[config.mk]
export PLATFORM = sky130hd
export DESIGN_NAME = apxm_mult_pipe
export DESIGN_NICKNAME = d
export VERILOG_FILES = /design/src/rtl/apxm_pkg.sv /design/src/rtl/apxm_operand_mask.sv /design/src/rtl/apxm_mult_pipe.sv
export SDC_FILE = /design/constraint.sdc
export NUM_CORES = 2
export LEC_CHECK = 0
export ABC_AREA = 1
export BUFFER_PORTS_ARGS = -buffer_cell sky130_fd_sc_hd__buf_2
export CAP_MARGIN = 20
export CORE_MARGIN = 4
export CORE_UTILIZATION = 30
export DETAILED_ROUTE_END_ITERATION = 12
export SLEW_MARGIN = 30
export SYNTH_ARGS = -nofsm -noshare
export SYNTH_HDL_FRONTEND = slang
export SYNTH_SLANG_ARGS = --single-unit
[constraint.sdc]
create_clock -name clk -period 19.57 [get_ports clk]
set_input_delay 2.9355 -clock clk [delete_from_list [all_inputs] [get_ports clk]]
set_output_delay 2.9355 -clock clk [all_outputs]
set_load 0.02 [all_outputs]
[src/rtl/apxm_pkg.sv]
// apxm_pkg: shared widths, LSB mask helper and saturation limits
// for the apxm_mult_pipe approximate multiplier slice.
package apxm_pkg;

  localparam int DEF_W     = 24;
  localparam int DEF_OUT_W = 32;
  localparam int DEF_CW    = 5;
  localparam int DEF_SHW   = 6;

  localparam logic [DEF_OUT_W-1:0] SAT_MAX =
    {1'b0, {(DEF_OUT_W-1){1'b1}}};
  localparam logic [DEF_OUT_W-1:0] SAT_MIN =
    {1'b1, {(DEF_OUT_W-1){1'b0}}};

  // Ones everywhere except the cut LSBs; a cut of W or more clears all.
  function automatic logic [DEF_W-1:0] lsb_mask(
    input logic [DEF_CW-1:0] cut
  );
    logic [DEF_W-1:0] m;
    m = {DEF_W{1'b1}} << cut;
    if (int'(cut) >= DEF_W) m = '0;
    return m;
  endfunction

endpackage

[src/rtl/apxm_operand_mask.sv]
// apxm_operand_mask: zeroes the cut LSBs of one operand,
// clamping to an all-zero operand when the cut reaches W.
module apxm_operand_mask
  import apxm_pkg::*;
#(
  parameter int W  = DEF_W,
  parameter int CW = DEF_CW
) (
  input  logic [W-1:0]  i_op,
  input  logic [CW-1:0] i_cut,
  output logic [W-1:0]  o_op
);

  logic [W-1:0] w_mask;

  always_comb begin
    w_mask = {W{1'b1}} << i_cut;
    if (int'(i_cut) >= W) w_mask = '0;
  end

  assign o_op = i_op & w_mask;

endmodule

[src/rtl/apxm_mult_pipe.sv]
// apxm_mult_pipe: 3-stage approximate signed multiplier with cut/shift.
// Define APXM_SAT_EN to saturate the result instead of wrapping.
module apxm_mult_pipe
  import apxm_pkg::*;
#(
  parameter int W     = DEF_W,
  parameter int OUT_W = DEF_OUT_W,
  parameter int CW    = DEF_CW,
  parameter int SHW   = DEF_SHW
) (
  input  logic             clk,
  input  logic             rstP,
  input  logic             flush,
  input  logic             in_valid,
  output logic             in_ready,
  input  logic [W-1:0]     a_in,
  input  logic [W-1:0]     b_in,
  input  logic [CW-1:0]    a_cut,
  input  logic [CW-1:0]    b_cut,
  input  logic [SHW-1:0]   shr,
  output logic             out_valid,
  input  logic             out_ready,
  output logic [OUT_W-1:0] p_out,
  output logic             busy
);

  localparam int PW = 2 * W;

  logic                    r_v1;
  logic                    r_v2;
  logic                    r_v3;
  logic signed [W-1:0]     r_a1;
  logic signed [W-1:0]     r_b1;
  logic [SHW-1:0]          r_sh1;
  logic signed [PW-1:0]    r_p2;
  logic [SHW-1:0]          r_sh2;
  logic [OUT_W-1:0]        r_p3;

  logic                    w_s1_ld;
  logic                    w_s2_ld;
  logic                    w_s3_ld;
  logic                    w_acc;
  logic [W-1:0]            w_a_m;
  logic [W-1:0]            w_b_m;
  logic signed [PW-1:0]    w_prod;
  logic [OUT_W-1:0]        w_res;

  // Each stage may advance whenever the stage after it can take its data.
  assign w_s3_ld  = !r_v3 || out_ready;
  assign w_s2_ld  = !r_v2 || w_s3_ld;
  assign w_s1_ld  = !r_v1 || w_s2_ld;
  assign in_ready = w_s1_ld && !flush && !rstP;
  assign w_acc    = in_valid && in_ready;

  assign out_valid = r_v3;
  assign p_out     = r_p3;
  assign busy      = r_v1 || r_v2 || r_v3;

  apxm_operand_mask #(
    .W  (W),
    .CW (CW)
  ) u_mask_a (
    .i_op  (a_in),
    .i_cut (a_cut),
    .o_op  (w_a_m)
  );

  apxm_operand_mask #(
    .W  (W),
    .CW (CW)
  ) u_mask_b (
    .i_op  (b_in),
    .i_cut (b_cut),
    .o_op  (w_b_m)
  );

  assign w_prod = r_a1 * r_b1;

`ifdef APXM_SAT_EN
  localparam logic [OUT_W-1:0] L_MAX =
    {1'b0, {(OUT_W-1){1'b1}}};
  localparam logic [OUT_W-1:0] L_MIN =
    {1'b1, {(OUT_W-1){1'b0}}};

  logic signed [PW-1:0]   w_shf;
  logic [PW-OUT_W:0]      w_hi;

  // In range when every bit above the OUT_W sign bit matches it.
  always_comb begin
    w_shf = r_p2 >>> r_sh2;
    if (int'(r_sh2) >= PW) w_shf = {PW{r_p2[PW-1]}};
    w_hi = w_shf[PW-1:OUT_W-1];
    if ((&w_hi) || !(|w_hi)) w_res = w_shf[OUT_W-1:0];
    else if (w_shf[PW-1])    w_res = L_MIN;
    else                     w_res = L_MAX;
  end
`else
  always_comb begin
    w_res = OUT_W'(r_p2 >>> r_sh2);
    if (int'(r_sh2) >= PW) w_res = {OUT_W{r_p2[PW-1]}};
  end
`endif

  always_ff @(posedge clk or posedge rstP) begin
    if (rstP) begin
      r_v1 <= 1'b0;
      r_v2 <= 1'b0;
      r_v3 <= 1'b0;
    end else if (flush) begin
      r_v1 <= 1'b0;
      r_v2 <= 1'b0;
      r_v3 <= 1'b0;
    end else begin
      if (w_s1_ld) r_v1 <= w_acc;
      if (w_s2_ld) r_v2 <= r_v1;
      if (w_s3_ld) r_v3 <= r_v2;
    end
  end

  always_ff @(posedge clk or posedge rstP) begin
    if (rstP) begin
      r_a1  <= '0;
      r_b1  <= '0;
      r_sh1 <= '0;
    end else if (!flush && w_s1_ld && w_acc) begin
      r_a1  <= w_a_m;
      r_b1  <= w_b_m;
      r_sh1 <= shr;
    end
  end

  always_ff @(posedge clk or posedge rstP) begin
    if (rstP) begin
      r_p2  <= '0;
      r_sh2 <= '0;
    end else if (!flush && w_s2_ld && r_v1) begin
      r_p2  <= w_prod;
      r_sh2 <= r_sh1;
    end
  end

  always_ff @(posedge clk or posedge rstP) begin
    if (rstP) begin
      r_p3 <= '0;
    end else if (!flush && w_s3_ld && r_v2) begin
      r_p3 <= w_res;
    end
  end

endmodule
# Word level (Yosys, flattened, before mapping)

Index checks and enable logic that the tools add are counted.

Word-level logic and storage cells: 48
Input bits: 69
Output and inout bits: 35
Bits in registers: 143

Multiplexer cells: 9
Multiply operators: 1
Bitwise logic cells: 2
Reduce and logical (&&, ||, !) cells: 21
Shifts and indexed selects: 3
Order comparisons: 3

Operator list:

| operator                                           | number |
|---|---|
| bitwise AND 24 bit                                 | 2 |
| multiplier 24 x 24 -> 48 bit                       | 1 |
| 2-to-1 mux 24 bit                                  | 2 |
| left shift 24 x 5 -> 24 bit (first input constant) | 2 |
| >>> shifter 48 x 6 -> 32 bit                       | 1 |
| 2-to-1 mux 32 bit                                  | 1 |
| >= comparator 5 bit (second input constant)        | 2 |
| logical AND 1 bit                                  | 8 |
| >= comparator 6 bit (second input constant)        | 1 |
| 2-to-1 mux 1 bit                                   | 6 |
| nonzero test 2 bit                                 | 3 |
| logical NOT 1 bit                                  | 5 |
| logical OR 1 bit                                   | 5 |

# Depth between registers and ports, before layout

Word-level depth: 9
Mapped depth: 32
Depth with buffers taken out: 30

# Cells and area by module

A second synthesis with hierarchy kept.

Cell total of the unflattened synthesis: 4259
Area, all modules: 31462.7 µm²

By module, submodules not included:

| module            | area an instance (µm²) | instances | sequential area each (µm²) | cells each |
|---|---|---|---|---|
| apxm_mult_pipe    | 30899.6                | 1         | 3578.4                     | 4119 |
| apxm_operand_mask | 281.5                  | 2         | 0.0                        | 70 |

# Worst setup path before layout

No wires, ideal clock.

Path kind: input -> output
Start: in out_ready
End: out in_ready
Required time: 16634 ps
Buffers on the path: 0
Data arrival time: 3410 ps
Setup slack: 13224 ps
Cell stages on the path: 6
Cell sequence: nor2_1 > inv_1 > nor2_1 > nand2_1 > nand2_1 > inv_1

Cells in the longest elaborated chain, start to end: 5

Ends and longest elaborated chain:

| what                            | RTL line             | RTL |
|---|---|---|
| from (decl)                     | apxm_mult_pipe.sv:22 | `input logic out_ready,` |
| logical OR 1 bit                | apxm_mult_pipe.sv:49 | `assign w_s3_ld = !r_v3 \|\| out_ready;` |
| logical OR 1 bit                | apxm_mult_pipe.sv:50 | `assign w_s2_ld = !r_v2 \|\| w_s3_ld;` |
| logical OR 1 bit                | apxm_mult_pipe.sv:51 | `assign w_s1_ld = !r_v1 \|\| w_s2_ld;` |
| logical AND 1 bit (2 in series) | apxm_mult_pipe.sv:52 | `assign in_ready = w_s1_ld && !flush && !rstP;` |
| to (decl)                       | apxm_mult_pipe.sv:15 | `output logic in_ready,` |

Every way passes these cells.

# Worst setup path in the final report

Start: reg r_b1[0]
End: reg r_p2[42]

Cells in the longest elaborated chain, start to end: 1

Ends and longest elaborated chain:

| what                         | RTL line              | RTL |
|---|---|---|
| from (decl)                  | apxm_mult_pipe.sv:33  | `logic signed [W-1:0] r_b1;` |
| from (signal assigned)       | apxm_mult_pipe.sv:127 | `r_b1 <= w_b_m;` |
| multiplier 24 x 24 -> 48 bit | apxm_mult_pipe.sv:77  | `assign w_prod = r_a1 * r_b1;` |
| to (signal assigned)         | apxm_mult_pipe.sv:137 | `r_p2 <= w_prod;` |
| to (decl)                    | apxm_mult_pipe.sv:35  | `logic signed [PW-1:0] r_p2;` |

Every way passes these cells.
A chain may end at the register's enable or synchronous reset.

==> out/summary.txt <==
Status -> completed
Mapped cell area -> 0.0315 sq mm
Routed wire per std cell -> 16.6 um
CP endpoint kind -> flip-flop
Actual transition at the worst max-transition pin -> 1.01 ns
I/O pins -> 104
H-tree depth -> 4
Die ar. -> 0.110 sq mm
Syn Inst Count -> 4,260
Skew-Pair Late Insertion Delay -> 0.51 ns
Switching power -> 0.00200 W
Comb power frac -> 76.9%
Cell family with most CP delay -> adder cells
Final Hold Vio Count -> 0
Overall global routing resource usage -> 17.5%
Starting Density -> 30.3%
Max clock buf depth -> 2
Critical path type -> flip-flop to flip-flop
Met3 WL -> 4650 um
Leak -> 19.3 nW
Largest net degree at the start of global routing -> 73
Synth Area in Compound Gates -> 4.21%
# rows -> 118
Port Buffer Count -> 103
Routed WL -> 92,800 um
Global-route wire length before repair -> 153,000 um
Highest routed layer -> met5
Final clock skew -> 0.0206 ns
Area grow syn2layout -> 7.22%
Remaining global-route overflow -> 0
Vias in the first global route -> 27,332
Syn_area_per_cell -> 7.39 sq um
Fin crit share -> 38.1%
Synth Area in Simple Gates -> 23.5%
PwrDens -> 104 mW/mm^2
Final Wtd Congestion -> 0.922
# Post-CTS Setup Buffers -> 0
Max stage delay on crit path -> 0.99 ns
First-pass DRT Iterations -> 5
Unique masters post-synth -> 37
XOR/XNOR Fraction of Synth Area -> 0.668%
Final #Nets -> 5,019
Cell repeated most along the worst path -> fa_1
Die Width -> 332 um
CTS tree -> done
Slew HR -> 32.8%
Slew Viols, Final -> 0
Critical Path Start Type -> flip-flop
Worst R2R Start -> r_b1[0]
Met2 WL post-DR -> 45,400 um
Die height -> 332 um
CTS Root Cell -> clkbuf_16
CTS clk-pin slew, worst paths -> 0.09 ns
Setup-failing EPs final -> 0
Main combinational cell family by area after synthesis -> adder cells
#FFs+latches synth -> 143
Worst hold path type -> flip-flop to flip-flop
DR iter-0 viols -> 1,810
Design internal power -> 0.00151 W
Max Clock Freq -> 134 MHz
Non-Filler Instances -> 5,604
Antenna-violating nets left -> 0
EDFF count, synth -> 0
Dpl cells -> 5,570
HP Start -> p_out[4]
CTS Hold Bufs -> 0
Share of layout cells above drive strength 1 -> 5.52%
DRC violations left -> 0
Unrepaired setup endpoints after global routing -> no
Post_cts resized -> 0
Seq pwr share -> 13.0%
Vias -> 26,067
DR vias/cell -> 4.65
Async SR Flop Fraction -> 100%
Crit path max fanout -> 25
CTS buffer count -> 17
Setup_tns -> 0 ns
Max-cap viol count -> 0
Mux cell area share after synthesis -> 0%
CP required -> 19.96 ns
M1 WL -> 40,300 um
IR drop worst, VDD -> 0.133 mV
Area share of fa/ha/maj cells after synthesis -> 43.9%
DP HPWL -> 76,300 um
Main flop type after synthesis -> dfrtp_1
Yosys warns -> 0
Post-layout minimum cycle time -> 7.46 ns
Clock network fraction of total power -> 10.1%
Crit path cell chain -> nand2_1 -> inv_1 -> fa_1 -> fa_1 -> fa_1 -> fa_1 -> fa_1 -> fa_1 -> fa_1 -> ha_1 -> nand2_1 -> nor2_1 -> nand2_1 -> nor2_1 -> nand3_1 -> nand3_1 -> nand2_1 -> nand3_1 -> nand2_1
Critical path arrival -> 7.85 ns
Clock sink count -> 143
Sw Ratio -> 57.0%
Sequential share of the synthesized area -> 11.4%
Syn nets -> 5,070
CP max stage cell -> fa_1
Initial antenna violation count -> 5
CP bufs+invs -> 1
Worst Setup SP -> r_b1[0]
Core area -> 0.104 sq mm
## power by group through the flow
stage	logic [W]	registers [W]	clock network, W
2_1_floorplan	0.00196	0.000452	0
3_3_place_gp	0.00269	0.000459	0
3_5_place_dp	0.00272	0.000461	0
4_1_cts	0.00274	0.000455	0.000367
5_1_grt	0.00311	0.000468	0.000374
6_report	0.00270	0.000456	0.000355
## layout by cell type (no fill, tap or decap), types with 2 or more instances in the layout
master and count:
nor2_2 3, a21oi_1 35, diode_2 2, buf_4 44, or2_0 2, nand4_1 19, buf_2 103, o21ai_0 106
o211ai_1 28, or2_2 5, nand2_2 5, nor3_1 7, inv_8 6, ha_1 134, nor2_1 149, nand2_1 1235
dfrtp_2 12, dfrtp_1 131, o211ai_2 17, xnor2_1 16, clkbuf_16 17, clkinv_4 3, o31ai_1 4, or2_1 2
nand3b_1 11, inv_2 3, o21ai_1 15, o21bai_1 7, clkinv_8 4, o2111ai_1 3, inv_6 2, nand3_1 358
nand3_2 6, fa_1 607, inv_1 1107, clkinv_1 2, xor2_1 8
## flip-flops by register name (all words and copies together), names as in the netlist
register   cells
out_valid      1
p_out         32
r_a1          24
r_b1          24
r_p2          48
r_sh1          6
r_sh2          6
r_v1           1
r_v2           1
## worst reg2reg max path, stage by stage (launching register included)
cell,delay [ns]
dfrtp_1,0.96
nand2_1,0.21
inv_1,0.18
fa_1,0.56
fa_1,0.65
fa_1,1.00
fa_1,0.57
fa_1,0.57
fa_1,0.43
fa_1,0.45
ha_1,0.40
nand2_1,0.12
nor2_1,0.31
nand2_1,0.19
nor2_1,0.16
nand3_1,0.19
nand3_1,0.16
nand2_1,0.06
nand3_1,0.11
nand2_1,0.06
## per-layer routing
metal / GRT usage [%] / vias up
met4: 5.02 / 2
met2: 30.1 / 711
met5: 0 / -
li1: - / 12252
met3: 1.86 / 124
met1: 23.2 / 12978
## per-stage QoR
step / setup WS [ns] / hold WS (ns) / area, sq um / utilization [%] / power [W]
finish: 12.11 / 0.479 / 33700 / 32.5 / 0.00352
global route: 11.70 / 0.512 / 33700 / 32.5 / 0.00396
CTS: 12.17 / 0.489 / 33700 / 32.5 / 0.00356
detailed placement: 12.21 / 0.470 / 33100 / 31.9 / 0.00318
global placement: 12.34 / 0.465 / 33100 / 31.9 / 0.00315
floorplan: 12.80 / 0.449 / 31500 / - / 0.00241
## synth_stat cells (17+ instances only)
cell type	instances	area, sq um
o21ai_0	106	531
fa_1	607	12200
ha_1	134	1680
o211ai_1	28	210
clkbuf_1	165	619
nand2_1	1236	4640
inv_1	1109	4160
buf_2	31	155
o211ai_2	17	213
dfrtp_1	143	3580
nand3_1	358	1790
nand4_1	19	119
a21oi_1	35	175
nor2_1	152	571
## worst paths after layout
path                                  to  slack, ns  cells past startpoint
worst min-delay path            p_out[4]       0.48                      2
worst max-delay path            r_p2[42]      12.11                     19
worst min register to register  p_out[4]       0.48                      2
max in group asynchronous       r_a1[16]      15.31                      4
worst max register to register  r_p2[42]      12.11                     19
min in group asynchronous        r_p2[0]       2.48                      2
## layout make-up
| class | count | area, sq um |
|---|---|---|
| multi-input cells | 2787 | 22800 |
| flip-flops and latches | 143 | 3590 |
| inverters | 1113 | 4180 |
| fillers | 11149 | 70000 |
| clock buffers | 17 | 425 |
| well taps | 1380 | 1730 |
| repair buffers | 147 | 846 |
| diodes | 2 | 5.00 |
| clock inverters | 15 | 184 |
## cells by family (layout without fill, tap and decap cells)
group | after synthesis | count (layout)
buf+inv | 1330 | 1292
fa+ha+maj | 741 | 741
flops | 143 | 143
compound gates | 217 | 217
other cells | 0 | 2
simple gates | 1805 | 1805
xor+xnor | 24 | 24
Note: power is estimated with default switching activity, not from simulation.
